### src/rtl/operand_issue_pkg.sv
// Shared definitions for the operand issue stage and the ALU it feeds:
// opcode constants, instruction field positions and flag bit indices.
package operand_issue_pkg;

   localparam logic [3:0] OP_ADC = 4'h2;
   localparam logic [3:0] OP_SBC = 4'h3;

   localparam int OPC_LSB  = 12;
   localparam int DEST_LSB = 9;
   localparam int SRC1_LSB = 6;
   localparam int IMM_BIT  = 5;
   localparam int SRC2_LSB = 2;
   localparam int IMM5_LSB = 0;

   localparam int OPC_W  = 4;
   localparam int REG_W  = 3;
   localparam int IMM5_W = 5;

   localparam int FLAG_CARRY    = 0;
   localparam int FLAG_SIGN     = 1;
   localparam int FLAG_OVERFLOW = 2;
   localparam int FLAG_ZERO     = 3;

   typedef struct packed {
      logic [OPC_W-1:0]  opcode;
      logic [REG_W-1:0]  dest;
      logic [REG_W-1:0]  src1;
      logic [REG_W-1:0]  src2;
      logic              imm;
      logic [IMM5_W-1:0] imm5;
   } decoded_t;

   function automatic logic is_carry_op(input logic [OPC_W-1:0] opc);
      return (opc == OP_ADC) || (opc == OP_SBC);
   endfunction

   // src2 and imm5 overlap; the imm bit decides which one is meaningful.
   function automatic decoded_t decode(input logic [15:0] word);
      decoded_t d;
      d.opcode = word[OPC_LSB  +: OPC_W];
      d.dest   = word[DEST_LSB +: REG_W];
      d.src1   = word[SRC1_LSB +: REG_W];
      d.src2   = word[SRC2_LSB +: REG_W];
      d.imm    = word[IMM_BIT];
      d.imm5   = word[IMM5_LSB +: IMM5_W];
      return d;
   endfunction

endpackage

### src/rtl/operand_issue_regfile_2r1w.sv
// Architectural register file: two combinational read ports, one synchronous
// write port, synchronous active-low clear, and write-to-read bypass.
module regfile_2r1w #(
   parameter int WIDTH  = 32,
   parameter int ADDR_W = 3
) (
   input  logic              clk,
   input  logic              rst_n,
   input  logic              we,
   input  logic [ADDR_W-1:0] waddr,
   input  logic [WIDTH-1:0]  wdata,
   input  logic [ADDR_W-1:0] raddr1,
   output logic [WIDTH-1:0]  rdata1,
   input  logic [ADDR_W-1:0] raddr2,
   output logic [WIDTH-1:0]  rdata2
);

   localparam int DEPTH = 2 ** ADDR_W;

   logic [WIDTH-1:0] mem [DEPTH];

   always_ff @(posedge clk) begin
      if (!rst_n) begin
         for (int i = 0; i < DEPTH; i++) begin
            mem[i] <= '0;
         end
      end else if (we) begin
         mem[waddr] <= wdata;
      end
   end

   // A reader in the same cycle as the write sees the new value.
   assign rdata1 = (we && (waddr == raddr1)) ? wdata : mem[raddr1];
   assign rdata2 = (we && (waddr == raddr2)) ? wdata : mem[raddr2];

endmodule

### src/rtl/operand_issue.sv
// Issue stage ahead of the ALU: decodes instructions, reads operands, tracks
// in-flight destinations and stalls on RAW/WAW/flag hazards.
module operand_issue
   import operand_issue_pkg::*;
#(
   parameter int WIDTH       = 32,
   parameter int INSTR_W     = 16,
   parameter int OPCODE      = 4,
   parameter int REGS_CODING = 3,
   parameter int FLAGS       = 4,
   parameter int CARRY       = FLAG_CARRY,
   parameter int MAX_OUT     = 3
) (
   input  logic                   clk,
   input  logic                   rst_n,
   input  logic                   instr_valid,
   input  logic [INSTR_W-1:0]     instr,
   output logic                   instr_ready,
   output logic                   alu_en,
   output logic [OPCODE-1:0]      alu_opcode,
   output logic [REGS_CODING-1:0] alu_dest,
   output logic [WIDTH-1:0]       alu_op1,
   output logic [WIDTH-1:0]       alu_op2,
   output logic                   alu_cin,
   input  logic                   wb_valid,
   input  logic [REGS_CODING-1:0] wb_dest,
   input  logic [WIDTH-1:0]       wb_result,
   input  logic [FLAGS-1:0]       wb_flags,
   output logic [FLAGS-1:0]       flags_q,
   output logic                   busy
);

   localparam int NREGS = 2 ** REGS_CODING;
   localparam int CNT_W = $clog2(MAX_OUT + 1);

   decoded_t         dec;
   logic [NREGS-1:0] pending;
   logic [NREGS-1:0] pending_eff;
   logic [NREGS-1:0] wb_mask;
   logic [NREGS-1:0] issue_mask;
   logic [CNT_W-1:0] count;
   logic [CNT_W-1:0] count_eff;
   logic             wb_counts;
   logic             carry_op;
   logic             transfer;
   logic [WIDTH-1:0] rd1;
   logic [WIDTH-1:0] rd2;
   logic [WIDTH-1:0] op2_next;
   logic             cin_next;

   assign dec      = decode(instr);
   assign carry_op = is_carry_op(dec.opcode);

   // Hazards are judged against the scoreboard as it looks after this
   // cycle's writeback, so a retiring producer releases its consumer at once.
   always_comb begin
      wb_mask = '0;
      if (wb_valid) begin
         wb_mask[wb_dest] = 1'b1;
      end
      pending_eff = pending & ~wb_mask;
      wb_counts   = wb_valid && (count != '0);
      count_eff   = count - {{(CNT_W-1){1'b0}}, wb_counts};
      instr_ready = !pending_eff[dec.src1]
                 && (dec.imm || !pending_eff[dec.src2])
                 && !pending_eff[dec.dest]
                 && (!carry_op || (count_eff == '0))
                 && (count_eff < CNT_W'(MAX_OUT));
   end

   assign transfer = instr_valid && instr_ready;

   always_comb begin
      issue_mask = '0;
      if (transfer) begin
         issue_mask[dec.dest] = 1'b1;
      end
   end

   regfile_2r1w #(
      .WIDTH  (WIDTH),
      .ADDR_W (REGS_CODING)
   ) u_regfile (
      .clk    (clk),
      .rst_n  (rst_n),
      .we     (wb_valid),
      .waddr  (wb_dest),
      .wdata  (wb_result),
      .raddr1 (dec.src1),
      .rdata1 (rd1),
      .raddr2 (dec.src2),
      .rdata2 (rd2)
   );

   assign op2_next = dec.imm ? WIDTH'(dec.imm5) : rd2;
   assign cin_next = carry_op && (wb_valid ? wb_flags[CARRY] : flags_q[CARRY]);

   // A new issue to x wins over a retiring writeback to x in the same cycle.
   always_ff @(posedge clk) begin
      if (!rst_n) begin
         pending <= '0;
         count   <= '0;
      end else begin
         pending <= pending_eff | issue_mask;
         case ({transfer, wb_counts})
            2'b10:   count <= count + 1'b1;
            2'b01:   count <= count - 1'b1;
            default: count <= count;
         endcase
      end
   end

   always_ff @(posedge clk) begin
      if (!rst_n) begin
         flags_q <= '0;
      end else if (wb_valid) begin
         flags_q <= wb_flags;
      end
   end

   // ALU inputs are registered and hold between issues.
   always_ff @(posedge clk) begin
      if (!rst_n) begin
         alu_en     <= 1'b0;
         alu_opcode <= '0;
         alu_dest   <= '0;
         alu_op1    <= '0;
         alu_op2    <= '0;
         alu_cin    <= 1'b0;
      end else begin
         alu_en <= transfer;
         if (transfer) begin
            alu_opcode <= dec.opcode;
            alu_dest   <= dec.dest;
            alu_op1    <= rd1;
            alu_op2    <= op2_next;
            alu_cin    <= cin_next;
         end
      end
   end

   assign busy = (count != '0);

endmodule

### config.mk
export PLATFORM = sky130hd
export DESIGN_NAME = operand_issue
export DESIGN_NICKNAME = d
export VERILOG_FILES = /design/src/rtl/operand_issue_pkg.sv /design/src/rtl/operand_issue_regfile_2r1w.sv /design/src/rtl/operand_issue.sv
export SDC_FILE = /design/constraint.sdc
export NUM_CORES = 1
export LEC_CHECK = 0
export CAP_MARGIN = 20
export CORE_ASPECT_RATIO = 1.5
export CORE_MARGIN = 3
export CORE_UTILIZATION = 55
export CTS_CLUSTER_SIZE = 8
export DETAILED_ROUTE_END_ITERATION = 6
export GPL_ROUTABILITY_DRIVEN = 0
export PLACE_DENSITY = 0.83
export SYNTH_ARGS = -nofsm -noshare
export SYNTH_HDL_FRONTEND = slang
export SYNTH_HIERARCHICAL = 1
export SYNTH_SLANG_ARGS = --single-unit
### constraint.sdc
create_clock -name clk -period 5.4 [get_ports clk]
set_clock_uncertainty 0.1 [all_clocks]
set_input_delay 0.54 -clock clk [delete_from_list [all_inputs] [get_ports clk]]
set_output_delay 0.54 -clock clk [all_outputs]
set_load 0.02 [all_outputs]
[Word level (Yosys, flattened, before mapping)]
Memory sizes are Yosys's and may differ from the RTL's. A register that Yosys moved wholly into a read port is not among the register bits.
Cells that the tools add are included.
Word-level totals
  logic and storage cells: 72
  input port bits: 59
  register bits after elaboration: 55
  bits in latches: 0
  memory bits (read-only): 0
  output and inout bits: 79
  memories: 1
  bits in writable memories: 256
Cells by class
  order comparisons: 7
  mux-type cells: 23
  divide/modulo/power cells: 0
  reduce and logical (&&, ||, !) cells: 22
  multiply operators: 0
  $add $sub $neg: 3
  bitwise operators: 3
  shifts and indexed selects: 0
  equality and inequality tests: 5
Memory list
  u_regfile.mem: depth 8, bits a word 32, rd ports 2, clocked after memory_dff 1, wr ports 8, line operand_issue_regfile_2r1w.sv:20  | logic [WIDTH-1:0] mem [DEPTH];
Operators by type and width (number)
  32-bit two-way mux: 3
  32-bit OR reduction: 1
  3-bit by 4-bit < comparator with 1-bit output (second input constant): 4
  8-bit two-way mux: 2
  1-bit two-way mux: 11
  1-bit logical AND: 10
  1-bit binary-select mux with 3-bit select: 3
  8-bit bitwise AND: 1
  4-bit by 2-bit == test with 1-bit output (second input constant): 2
  8-bit inverter: 1
  8-bit OR: 1
  1-bit demux with 3-bit select: 2
  3-bit by 1-bit greater-or-equal comparator with 1-bit output (second input constant): 2
  1-bit logical NOT: 5
  2-bit case mux with 2 select lines: 1
  2-bit nonzero test: 2
  3-bit == test: 1
  1-bit logical OR: 3
  3-bit two-way mux: 1
  2-bit by 1-bit adder with 2-bit output (second input constant): 1
  2-bit by 1-bit == test with 1-bit output (second input constant): 1
  2-bit == test (second input constant): 1
  2-bit logical NOT: 1
  2-bit < comparator (second input constant): 1
  2 further kinds: 2

[Logic depth before layout (Yosys ltp)]
  depth in word-level cells: 18
  mapped depth: 14
  gate-level depth less buffers: 13

[Cells and area by module]
The synthesis kept the hierarchy.
Modules (own cells, without submodules)
  regfile_2r1w: seq. area each 7687.4 sq um, area an instance 14471.4 sq um, instances 1, cells an instance 866
  operand_issue: seq. area each 1741.7 sq um, area an instance 4007.6 sq um, instances 1, cells an instance 443

[Worst setup path after synthesis]
Ideal clock, no wire load.
  kind: register to register
  start: reg count[1]
  end: reg count[1]
  period minus slack after synthesis: 3446 ps
  arrival: 3273 ps
  required time: 5228 ps
  buffers on the path: 1
  cell stages (with the launch flop): 14
  path slack: 1954 ps
  setup time: 72 ps
  cells stage by stage: dfxtp_1 or2_2 and2_1 ha_1 xor2_1 maj3_2 a2111oi_4 nand4_4 nor2_8 inv_4 buf_6 ha_1 or3_1 a21oi_1
On the way
  word-level cells in the longest chain between the ends: 10
  elaborated cells on any way between the ends: 15
  those cells by class: 3 x add/sub; 1 x order compare; 2 x eq/ne; 1 x mux; 8 x reduce/logical
Ends and longest elaborated chain
  start, declared: line operand_issue.sv:41  | logic [CNT_W-1:0] count;
  start signal, assigned: line operand_issue.sv:106  | 2'b10: count <= count + 1'b1;
  start signal, assigned: line operand_issue.sv:107  | 2'b01: count <= count - 1'b1;
  start signal, assigned: line operand_issue.sv:108  | default: count <= count;
  2-bit nonzero test *
  net busy: line operand_issue.sv:30  | output logic busy
  1-bit logical AND *: line operand_issue.sv:62  | wb_counts = wb_valid && (count != '0);
  2-bit by 1-bit subtractor with 2-bit output: line operand_issue.sv:63  | count_eff = count - {{(CNT_W-1){1'b0}}, wb_counts};
  2-bit logical NOT: line operand_issue.sv:67  | && (!carry_op || (count_eff == '0))
  1-bit logical OR: line operand_issue.sv:67
  1-bit logical AND: line operand_issue.sv:67
  1-bit logical AND: line operand_issue.sv:68  | && (count_eff < CNT_W'(MAX_OUT));
  1-bit logical AND: line operand_issue.sv:71  | assign transfer = instr_valid && instr_ready;
  2-bit by 1-bit == test with 1-bit output / 2-bit == test (equally long branches): line operand_issue.sv:105  | case ({transfer, wb_counts})
  2-bit case mux with 2 select lines / 2-bit nonzero test (equally long branches)
Mark *: on every way through the listed nets, which the timed path passes. The rest lies on a longest branch.
A chain may end at the register's enable or synchronous reset.

[Final worst setup path]
  start: in wb_valid
  end: out instr_ready
On the way
  word-level cells in the longest chain between the ends: 11
  elaborated cells on any way between the ends: 22
  those cells by class: 1 x add/sub; 1 x order compare; 7 x mux; 2 x bitwise; 11 x reduce/logical
Ends and longest elaborated chain
  start, declared: line operand_issue.sv:25  | input logic wb_valid,
  8-bit two-way mux: line operand_issue.sv:58  | if (wb_valid) begin
  8-bit inverter: line operand_issue.sv:61  | pending_eff = pending & ~wb_mask;
  8-bit bitwise AND: line operand_issue.sv:61
  1-bit binary-select mux with 3-bit select: line operand_issue.sv:65  | && (dec.imm || !pending_eff[dec.src2])
  1-bit two-way mux (not written as such): line operand_issue.sv:65
  1-bit logical NOT: line operand_issue.sv:65
  1-bit logical OR: line operand_issue.sv:65
  1-bit logical AND: line operand_issue.sv:65
  1-bit logical AND: line operand_issue.sv:66  | && !pending_eff[dec.dest]
  1-bit logical AND: line operand_issue.sv:67
  1-bit logical AND *: line operand_issue.sv:68
  end, declared: line operand_issue.sv:18  | output logic instr_ready,
Mark *: on every way between the ends. The rest lies on a longest branch, timed or not. The select of a mux whose other input is x is not followed.

==> results.py <==
metrics = {
    "status": {
        "run_status": "complete, no violations",
    },
    "synth": {
        "ys_dominant_reg_cell": "edfxtp_1",
        "synthesis.yosys.warnings": 6,
        "netlist_area_before_placement_um2": 18480,
        "postSynthRegisterBits": 343,
        "synth-edff-count": 256,
        "synth_sequential_area_ratio_pct": 51.03,
        "number_of_instances_in_the_synthesized_netlist": 1309,
        "synthesis.nets": 1370,
        "synthArstFlopShare_pct": 0,
        "syn-mean-instance-area_um2": 14.12,
        "ys_types": 63,
    },
    "floorplan": {
        "io_pins": 138,
        "initial_util_pct": 56.28,
        "core.rowCount": 81,
        "die-area_um2": 35880,
        "fp.dieW_um": 155.7,
        "placeableCoreArea_um2": 32840,
        "die_height_um": 230.5,
    },
    "timing": {
        "worst_pin_slew_ps": 1151,
        "finalHoldViolCount": 0,
        "final.period_utilization_pct": 80.87,
        "report.final.slew_viol_count": 0,
        "slew_headroom_pct": 22.96,
        "report.final.setup_viol": 0,
        "final.setup.tns_ps": 0,
        "fmax_mhz": 229.0,
        "rsz0062_at_grt": "no",
        "final_period_minus_worst_setup_slack_ps": 4367,
    },
    "setup_path": {
        "worst_path_most_repeated_cell": "clkdlybuf4s50_1",
        "path_cells": "clkdlybuf4s50_1, and2_1, ha_1, xor2_1, maj3_2, a2111oi_4, nand3_1, nor2_1, clkdlybuf4s50_1",
        "critical_path_buffer_and_inverter_count": 2,
        "path_type_of_the_worst_setup_path": "input pin to output pin",
        "crit_arrival_ps": 3730,
        "crit_path_end_kind": "output pin",
        "critical_path_peak_fanout": 17,
        "cp_slowest_stage_delay_ps": 790,
        "critPathLaunchType": "input pin",
        "crit_path_top_delay_cell": "clkdlybuf4s50_1",
        "crit_required_ps": 4760,
        "critPathTopFamily": "buffers and inverters",
    },
    "layout": {
        "finalNetCount": 1486,
        "area.growth.synth_to_final_pct": 16.30,
        "fin_cells": 1880,
        "post_route_cells_drive_above_1_share_pct": 22.97,
    },
    "global_routing": {
        "grt_antenna_before_repair": 2,
        "grt_overflow_total": 0,
        "gr-usage-all-layers_pct": 27.97,
        "grt_start_max_net_pins": 65,
        "first_global_vias": 12941,
        "grt_pass1_wl_um": 76300,
    },
    "routing": {
        "detail_route.wirelength_um": 50750,
        "vias": 12380,
        "ant_nets": 0,
        "avgRoutedWirePerCell_um": 27.00,
        "vias_per_cell": 6.585,
        "first_iter_violations": 1251,
        "first_pass_iters": 5,
        "drc_errors": 0,
    },
    "flow_run": {
        "max_cap_viol_count": 0,
    },
    "clock_network": {
        "postCtsSetupBuffers": 0,
        "root_buffer_cell": "clkbuf_16",
        "cts-buffers-inserted": 48,
        "cts-resized-gates": 0,
        "cts.sink_count": 343,
        "cts_hold_repair.buffers": 0,
        "cts.path.max_buffers": 3,
        "cts.clk_slew.worst_paths_ps": 50,
        "cts-htree-levels": 2,
        "tritoncts_clock_tree": "done",
        "worst_skew_pair.late_latency_ps": 560,
    },
    "power": {
        "powerDensity_nw_per_um2": 343.0,
        "max-vdd-ir-drop_mv": 0.2836,
        "static-leakage-power_nw": 7.743,
        "total_power_mw": 7.372,
    },
    "placement": {
        "port_buffers": 137,
        "dp.cells": 1788,
        "detailed_place_hpwl_um": 28470,
    },
    "hold_path": {
        "hold_path.class": "register to register",
    },
}
==> synth_stat cells (3+ instances only) <==
master	count	area share, %
mux2_2	104	6.3
mux2i_1	38	2.1
clkbuf_1	59	1.2
nand3_1	48	1.3
a32oi_1	3	0.14
nand4_1	3	0.10
buf_12	4	0.43
mux2_4	25	2.0
buf_8	4	0.33
o21ai_0	11	0.30
dfxtp_1	87	9.4
nand3b_1	4	0.16
nand4b_1	5	0.24
nor2b_1	8	0.27
xnor2_1	7	0.33
a21oi_1	43	1.2
buf_6	10	0.61
mux4_2	82	10
and2_1	259	8.8
buf_2	17	0.46
inv_1	4	0.081
edfxtp_1	256	42
a211oi_2	4	0.27
nand2b_1	4	0.14
nor2_1	17	0.35
nor3_1	4	0.11
buf_1	6	0.12
mux4_1	47	6.7
buf_4	6	0.24
nand2_1	63	1.3
o21ai_1	37	1.0
==> placed cells by master (no fill, tap or decap), types with 5 or more instances in the layout <==
| master | n |
|---|---|
| and2_1 | 259 |
| nor2b_1 | 8 |
| nand3_1 | 48 |
| mux2_4 | 25 |
| buf_4 | 34 |
| edfxtp_1 | 256 |
| mux2_2 | 104 |
| o21ai_1 | 31 |
| clkbuf_16 | 49 |
| xnor2_1 | 7 |
| nand2_1 | 63 |
| buf_2 | 5 |
| a21oi_1 | 43 |
| clkbuf_1 | 37 |
| dfxtp_1 | 87 |
| mux2i_1 | 38 |
| clkdlybuf4s50_1 | 130 |
| o21ai_0 | 11 |
| mux4_2 | 82 |
| nor2_1 | 15 |
| nand4b_1 | 5 |
| mux4_1 | 47 |
==> kinds of logic (layout without fill, tap and decap cells) <==
| family | after synthesis | in the layout | synth area share (%) |
|---|---|---|---|
| simple gates | 430 | 430 | 13.64 |
| buf+inv | 113 | 267 | 3.555 |
| other cells | 0 | 2 | 0 |
| fa+ha+maj | 3 | 3 | 0.1963 |
| compound gates | 115 | 115 | 4.049 |
| xor+xnor | 9 | 9 | 0.4266 |
| flops | 343 | 343 | 51.03 |
| mux | 296 | 296 | 27.10 |
==> flip-flops by register name (all words and copies together) (netlist names) <==
register       cells
alu_cin            1
alu_dest           3
alu_en             1
alu_op1           32
alu_op2           32
alu_opcode         4
count              2
flags_q            4
pending            8
u_regfile/mem    256
==> path summary, 6_finish.rpt <==
check              start           to  slack (ps)  cells past startpoint
min          alu_op2[18]  alu_op2[18]         360                      2
max             wb_valid  instr_ready        1030                      9
min reg2reg  alu_op2[18]  alu_op2[18]         360                      2
max reg2reg     count[1]   pending[1]        1790                      9
==> power breakdown <==
| part | switching, mW | internal [mW] |
|---|---|---|
| Clock | 1.09 | 1.69 |
| Sequential | 0.124 | 3.06 |
| Combinational | 0.746 | 0.666 |
| Total | 1.96 | 5.41 |
==> layer usage <==
metal / track usage, % / vias up / routed length [µm]
li1: - / 5230 / -
met1: 34.05 / 6203 / 17860
met2: 48.71 / 768 / 25780
met3: 4.501 / 179 / 4692
met4: 12.84 / 0 / 2429
met5: 0 / - / 0
==> worst reg2reg max path, cell delays in order, from the launching register on <==
cell and delay (ps):
dfxtp_1 330, or2_2 310, and2_1 180, ha_1 200, xor2_1 150, maj3_2 340, a2111oi_4 430, and4_2 1000
nand3_2 250, o41ai_2 250
==> cell type report <==
type	count	area, µm²
Fill cell	2314	11350
Sequential cell	343	9429
Multi-Input combinational cell	853	8453
Timing Repair Buffer	173	1677
Clock buffer	86	1365
Tap cell	415	519.2
Inverter	6	25.02
Clock inverter	2	17.52
Antenna cell	2	5.005
==> through the flow <==
| stage | cell area (µm²) | hold WS [ps] | setup WS (ps) | util (%) |
|---|---|---|---|---|
| after global routing | 21490 | 386.0 | 949.6 | 65.45 |
| after floorplan | 18480 | 349.6 | 1954 | - |
| after detailed placement | 20050 | 353.9 | 864.9 | 61.05 |
| after CTS | 21430 | 360.8 | 883.4 | 65.26 |
| after global placement | 20050 | 345.0 | 941.9 | 61.05 |
| final | 21490 | 359.9 | 1033 | 65.45 |
Note: power is estimated with default switching activity, not from simulation.
